==> config.mk <==
export PLATFORM = sky130hd
export DESIGN_NAME = fll_lock_controller
export DESIGN_NICKNAME = d
export VERILOG_FILES = /design/src/rtl/fll_lock_controller.sv
export SDC_FILE = /design/constraint.sdc
export NUM_CORES = 1
export LEC_CHECK = 0
export CAP_MARGIN = 5
export CORE_MARGIN = 2
export CORE_UTILIZATION = 61
export CTS_CLUSTER_DIAMETER = 60
export CTS_CLUSTER_SIZE = 30
export DETAILED_ROUTE_END_ITERATION = 10
export DONT_BUFFER_PORTS = 1
export HOLD_SLACK_MARGIN = 0.05
export MAX_ROUTING_LAYER = met4
export PLACE_DENSITY_LB_ADDON = 0.25
export SLEW_MARGIN = 30
export SYNTH_ARGS = -nofsm -noshare
export SYNTH_HDL_FRONTEND = slang
export SYNTH_SLANG_ARGS = --single-unit
==> constraint.sdc <==
create_clock -name clock -period 9.8 [get_ports clock]
set_input_delay 2.94 -clock clock [delete_from_list [all_inputs] [get_ports clock]]
set_output_delay 2.94 -clock clock [all_outputs]
set_load 0.02 [all_outputs]
==> src/rtl/fll_lock_controller.sv <==
// rtl/fll_lock_controller.sv - FLL trim controller: DCO-cycle measurement, coarse/fine thermometer trim steering, lock detect
// Optional lock detector built only when FLL_LOCK_DETECT_EN is defined; otherwise locked is tied low.
module fll_lock_controller #(
   parameter int TRIM_BITS  = 26,
   parameter int DIV_BITS   = 5,
   parameter int TRIM_INIT  = 13,
   parameter int COARSE_THR = 2,
   parameter int LOCK_TOL   = 1,
   parameter int LOCK_CNT   = 4,
   localparam int TW        = $clog2(TRIM_BITS + 1)
) (
   input  logic                 clock,
   input  logic                 reset,
   input  logic                 enable,
   input  logic                 osc,
   input  logic [DIV_BITS-1:0]  div,
   input  logic                 dco,
   input  logic                 hold,
   input  logic [TRIM_BITS-1:0] ext_trim,
   output logic [TRIM_BITS-1:0] trim,
   output logic [TW-1:0]        tcode,
   output logic                 locked
);

   localparam int CW = DIV_BITS + 1;
   localparam int EW = DIV_BITS + 2;
   localparam int LW = $clog2(LOCK_CNT + 1);
   localparam logic [CW-1:0]        CNT_MAX = {CW{1'b1}};
   localparam logic signed [EW-1:0] THR_P   = EW'(COARSE_THR);
   localparam logic signed [EW-1:0] THR_N   = -THR_P;
   localparam logic signed [EW-1:0] TOL_P   = EW'(LOCK_TOL);
   localparam logic signed [EW-1:0] TOL_N   = -TOL_P;
   localparam logic signed [TW+1:0] TMAX    = (TW+2)'(TRIM_BITS);

   typedef enum logic [1:0] {IDLE, ARM, RUN} state_t;

   state_t                 state, state_next;
   logic                   osc_s1, osc_s2, osc_s3, osc_rise;
   logic [CW-1:0]          cnt, cnt_inc, snap;
   logic                   upd;
   logic                   count_en, reload_tcode, capture, do_update;
   logic signed [EW-1:0]   err;
   logic                   snap_sat, in_tol;
   logic signed [2:0]      step;
   logic signed [TW+1:0]   tsum;
   logic [TW-1:0]          tcode_step;
   logic [TRIM_BITS-1:0]   therm;

   always_ff @(posedge clock or posedge reset) begin
      if (reset) begin
         osc_s1   <= 1'b0;
         osc_s2   <= 1'b0;
         osc_s3   <= 1'b0;
         osc_rise <= 1'b0;
      end else begin
         osc_s1   <= osc;
         osc_s2   <= osc_s1;
         osc_s3   <= osc_s2;
         osc_rise <= osc_s2 & ~osc_s3;
      end
   end

   always_ff @(posedge clock or posedge reset) begin
      if (reset) state <= IDLE;
      else       state <= state_next;
   end

   always_comb begin
      state_next = state;
      if (!enable || dco) begin
         state_next = IDLE;
      end else begin
         case (state)
            IDLE:    state_next = ARM;
            ARM:     if (osc_rise) state_next = RUN;
            default: state_next = RUN;
         endcase
      end
   end

   always_comb begin
      count_en     = (state != IDLE);
      reload_tcode = (state == IDLE) && (state_next == ARM);
      capture      = (state == RUN) && osc_rise;
      do_update    = (state == RUN) && upd;
   end

   // snap counts the osc_rise cycle itself, so it reads one more than the clocks between rises
   assign cnt_inc = (cnt == CNT_MAX) ? cnt : cnt + CW'(1);

   always_ff @(posedge clock or posedge reset) begin
      if (reset) begin
         cnt  <= '0;
         snap <= '0;
         upd  <= 1'b0;
      end else begin
         upd <= capture;
         if (!count_en) begin
            cnt <= '0;
         end else if (osc_rise) begin
            cnt  <= CW'(1);
            snap <= cnt_inc;
         end else begin
            cnt <= cnt_inc;
         end
      end
   end

   assign err      = $signed({1'b0, snap}) - $signed({2'b00, div});
   assign snap_sat = (snap == CNT_MAX);
   assign in_tol   = !snap_sat && (err >= TOL_N) && (err <= TOL_P);

   always_comb begin
      step = 3'sd0;
      if (snap_sat || err > THR_P) step = 3'sd2;
      else if (err > 0)            step = 3'sd1;
      else if (err < THR_N)        step = -3'sd2;
      else if (err < 0)            step = -3'sd1;
      tsum = $signed({2'b00, tcode}) + $signed({{(TW-1){step[2]}}, step});
      if (tsum < 0)          tcode_step = '0;
      else if (tsum > TMAX)  tcode_step = TW'(TRIM_BITS);
      else                   tcode_step = tsum[TW-1:0];
   end

   always_ff @(posedge clock or posedge reset) begin
      if (reset)                                  tcode <= TW'(TRIM_INIT);
      else if (reload_tcode)                      tcode <= TW'(TRIM_INIT);
      else if (do_update && !hold && div != '0)   tcode <= tcode_step;
   end

`ifdef FLL_LOCK_DETECT_EN
   logic [LW-1:0] lock_cnt;

   always_ff @(posedge clock or posedge reset) begin
      if (reset)                   lock_cnt <= '0;
      else if (state_next == IDLE) lock_cnt <= '0;
      else if (do_update) begin
         if (!in_tol)                          lock_cnt <= '0;
         else if (lock_cnt != LW'(LOCK_CNT))   lock_cnt <= lock_cnt + LW'(1);
      end
   end

   assign locked = (lock_cnt == LW'(LOCK_CNT));
`else
   logic [LW-1:0] unused_lock_cnt;
   logic          unused_in_tol;
   assign unused_lock_cnt = LW'(LOCK_CNT);
   assign unused_in_tol   = in_tol;
   assign locked          = 1'b0;
`endif

   always_comb begin
      therm = '0;
      for (int i = 0; i < TRIM_BITS; i++) therm[i] = (i < int'(tcode));
   end

   assign trim = dco ? ext_trim : therm;

endmodule
* Word level (Yosys, flattened, before mapping)
Cells that the tools add are included.
Cells by class: add/sub/neg operators 3, order comparisons 32, equality and inequality tests 5, muxes and demuxes 15, bitwise operators 2, reductions and logical operators 14
Operators by type and width (count):
- < comparator 5 bit, first input constant | 10
- < comparator 4 x 5 -> 1 bit, first input constant | 8
- two-way mux 26 bit | 1
- < comparator 3 x 5 -> 1 bit, first input constant | 4
- two-way mux 5 bit | 4
- two-way mux 6 bit | 3
- < comparator 7 x 1 -> 1 bit, second input constant | 2
- == test 6 bit, second input constant | 2
- two-way mux 3 bit | 4
- < comparator 1 x 5 -> 1 bit, first input constant | 2
- < comparator 2 x 5 -> 1 bit, first input constant | 2
- adder 6 x 3 -> 7 bit | 1
- > comparator 7 x 1 -> 1 bit, second input constant | 1
- > comparator 7 x 3 -> 1 bit, second input constant | 1
- > comparator 7 x 6 -> 1 bit, second input constant | 1
- < comparator 7 x 2 -> 1 bit, second input constant | 1
- subtractor 6 x 5 -> 7 bit | 1
- adder 6 x 1 -> 6 bit, second input constant | 1
- logical AND 1 bit | 5
- nonzero test 5 bit | 1
- == test 2 x 1 -> 1 bit, second input constant | 2
- two-way mux 2 bit | 2
- one-hot mux 2 bit (2 select lines) | 1
- nonzero test 2 bit | 2
- 7 further kinds | 9
Word-level totals: register bits 24, bits of input ports 37, output and inout port bits 32

* Depth between registers and ports, before layout
word-level depth 12, mapped depth 19, depth with buffers taken out 18

* Worst setup path before layout
Ideal clock, no wire load.
path type input port to output port, start input port dco, end output port trim[18], data arrival time 3.895 ns, required time 6.860 ns, path slack 2.965 ns, cell stages on the path 3, buffers on the path 2, path through clkbuf_1 -> clkbuf_1 -> o31ai_1
On the way: word-level cells in the longest chain between the ends 1
RTL lines:
- from (decl) | RTL line 17 | input logic dco,
- two-way mux 26 bit | RTL line 157 | assign trim = dco ? ext_trim : therm;
- to (decl) | RTL line 20 | output logic [TRIM_BITS-1:0] trim,
No other way between the ends.

* Worst setup path after layout
start input port dco, end output port trim[17]
The elaborated chain is that of the path after synthesis.

==> qor.csv <==
metric;value;unit
GRT Residual Overflow;0;
RSZ-0062 raised after global routing;no;
Routed WL per cell;14.48;µm
HP Class;reg -> reg;
die width;62.41;µm
CTS tree;yes;
reg-to-reg slack, setup;5630;ps
final hold violations;0;
Antenna Cells;0;
clk slew on worst S/H paths;120;ps
IO Pins;69;
number of I/O port buffers;0;
Reg-to-Reg End;tcode[0];
H-tree Lvls;1;
Netlist Area Pre-Place;2081;µm²
crit path DAT;3660;ps
Inserted Clock Buffers;3;
Final ANT Viol Nets;0;
largest net degree at the start of global routing;48;
crit path max fanout;47;
row count;21;
synthesized net count;318;
layout cells sized above 1;0.06202;
Final WS setup;3204;ps
Starting Density;0.6285;
syn avg cell area;7.706;µm²
Post-Syn Instances;270;
First DRT Iteration DRCs;104;
crit path cell chain;nand2b_1 -> o21ai_0;
P_leak;0.8907;nW
core area;3311;µm²
DR vias;1810;
slowest stage delay, CP;570;ps
final WL;4401;µm
Final Max Tran Viols;0;
routability cong.;0.9478;
Residual DRC;0;
power density over cell area;111.6;nW/µm²
Post-DP HPWL;3311;µm
YS warnings;0;
Vias/cell;5.954;
fin nets;307;
final critical-path share of the clock period;0.6731;
Layout Skew;2.649;ps
Buf/Inv on CP;0;
dpl ws;3201;ps
area grow syn2layout;1.985;%
WHS Path Cells;0;
number of synthesized flops with an enable pin;0;
Worst Path Required;6860;ps
ys async rst share;1.000;
Yosys cell types;59;
worst skew pair latency;310;ps
first-pass GRT wire length;7534;µm
CP Launch Type;primary input;
CTS max path bufs;2;
CP Capture Point;trim[17];
Die Ht;62.41;µm
Final Critical Period;6596;ps
CTS sink cnt;24;
worst-margin pin slew;884.9;ps
Seq/Total Area, Yosys;0.2904;
Largest delay share family, worst path;compound AO/OA/AOI/OAI gates;
post_cts resized;0;
initial antenna violation count;0;
Hold WS;366.0;ps
Top FF cell, synth;dfrtp_1;
Critical R2R Launch;snap[0];
Root Driver;clkbuf_4;
status;finished clean;
fmax;0.1516;GHz
Crit. End Element;output pin;
Critical-path top delay cell;o21ai_0;
die footprint;3894;µm²
worst IR drop on VDD;0.00009691;V
Crit path depth;2;
vias in the first global route;1661;
Final setup viols;0;
cell count of the worst reg-to-reg path;18;
Post-CTS Hold Fix Bufs;0;
setup bufs post-CTS;0;
TNS Setup;0;ps
relative slew slack;0.4100;
Tot GR Track Use;0.2414;
router iterations before antenna repair;4;
WS Path Type;in -> out;
Yosys reg bits;24;
crit path launch;dco;
maxcap violations;0;
-- layout make-up --
cell class / instances / area, µm²
fill: 311 / 1189
clock inverter: 1 / 30.03
multi-input combinational: 207 / 1318
tap: 46 / 57.56
timing repair buffer: 1 / 7.507
sequential: 24 / 604.3
inverter: 22 / 82.58
clock buffer: 3 / 22.52
-- logic make-up after synthesis --
| group | Yosys count | share of synthesized area |
|---|---|---|
| XOR/XNOR | 8 | 0.03367 |
| multiplexers | 2 | 0.01022 |
| buffers and inverters | 39 | 0.07637 |
| adder cells (fa/ha/maj) | 12 | 0.07817 |
| other | 1 | 0.001802 |
| AND/OR/NAND/NOR | 91 | 0.2171 |
| flip-flops | 24 | 0.2904 |
| AO/OA/AOI/OAI | 93 | 0.2922 |
-- per-stage QoR --
| step | power [W] | instances | utilization | area, µm² |
|---|---|---|---|---|
| final | 0.0002368 | 304 | 0.6410 | 2122 |
| after global routing | 0.0002516 | 304 | 0.6410 | 2122 |
| after CTS | 0.0002382 | 304 | 0.6410 | 2122 |
| after detailed placement | 0.0001680 | 300 | 0.6251 | 2069 |
| after global placement | 0.0001670 | 300 | 0.6251 | 2069 |
| after floorplan | 0.0001608 | 270 | - | 2081 |
-- worst reg2reg max path: cells and delay by family, from the launching register on --
family | cells | cell delay, ps
adders and majority gates | 4 | 1260
and+or+nand+nor | 3 | 340
AOI/OAI and AO/OA | 9 | 1950
DFF | 1 | 420
buffers and inverters | 2 | 130
-- registers in the layout (all words and copies together), names as in the netlist --
register  cells
cnt           6
osc_rise      1
osc_s3        1
osc_s1        1
upd           1
tcode         5
state         2
snap          6
osc_s2        1
-- where the power goes --
part | switching, W | internal, W | total [W]
Sequential | 0.00000359 | 0.000103 | 0.000106
Clock | 0.0000287 | 0.0000413 | 0.0000700
Combinational | 0.0000381 | 0.0000225 | 0.0000605
Total | 0.0000703 | 0.000166 | 0.000237
-- per-layer routing --
metal	part of all wire	wire length, µm	vias up	GRT usage
met5	0	0	-	-
met1	0.45	1991	833	0.3043
met2	0.49	2163	48	0.4113
met4	0.0070	31	0	0.06111
li1	-	-	924	-
met3	0.048	213	5	0.03423
-- worst min path at each step --
stage / startpoint / endpoint / slack [ps]
finish: osc_s1 / osc_s2 / 370
global route: osc_s1 / osc_s2 / 370
CTS: osc_s1 / osc_s2 / 370
detailed placement: osc_s1 / osc_s2 / 340
global placement: osc_s1 / osc_s2 / 340
floorplan: osc_s1 / osc_s2 / 330
-- synth_stat cells, drive strengths merged (2+ instances only) --
cell,instances,share of area
buf,4,0.013
fa,2,0.019
and2,3,0.0090
nor4,2,0.0060
ha,9,0.054
xor2,4,0.017
a21o,3,0.011
o31ai,4,0.017
a21oi,23,0.055
xnor2,4,0.017
dfrtp,21,0.25
nand2b,3,0.0090
o21a,6,0.022
nand3b,2,0.0072
clkbuf,13,0.023
nor2b,8,0.024
and3,3,0.0090
nor3,5,0.014
a31oi,2,0.0060
o21ai,36,0.087
inv,22,0.040
nor2,19,0.034
o211ai,3,0.013
nand3,8,0.019
nand2,30,0.054
o221ai,2,0.0084
a211oi,3,0.019
o2111ai,2,0.0084
dfstp,3,0.038
-- cell usage in the layout, fill, tap and decap left out, types with 3 or more instances in the layout --
master / instances
o21ai_0: 32
nand2_1: 30
a21oi_1: 23
inv_1: 21
dfrtp_1: 21
nor2_1: 19
ha_1: 9
nand3_1: 8
nor2b_1: 8
o21a_1: 6
xor2_1: 4
o21ai_1: 4
xnor2_1: 4
nor3_1: 4
and3_1: 3
and2_1: 3
a21o_1: 3
nand2b_1: 3
o31ai_1: 3
clkbuf_4: 3
dfstp_2: 3
Power figures use the tool's default switching activity.
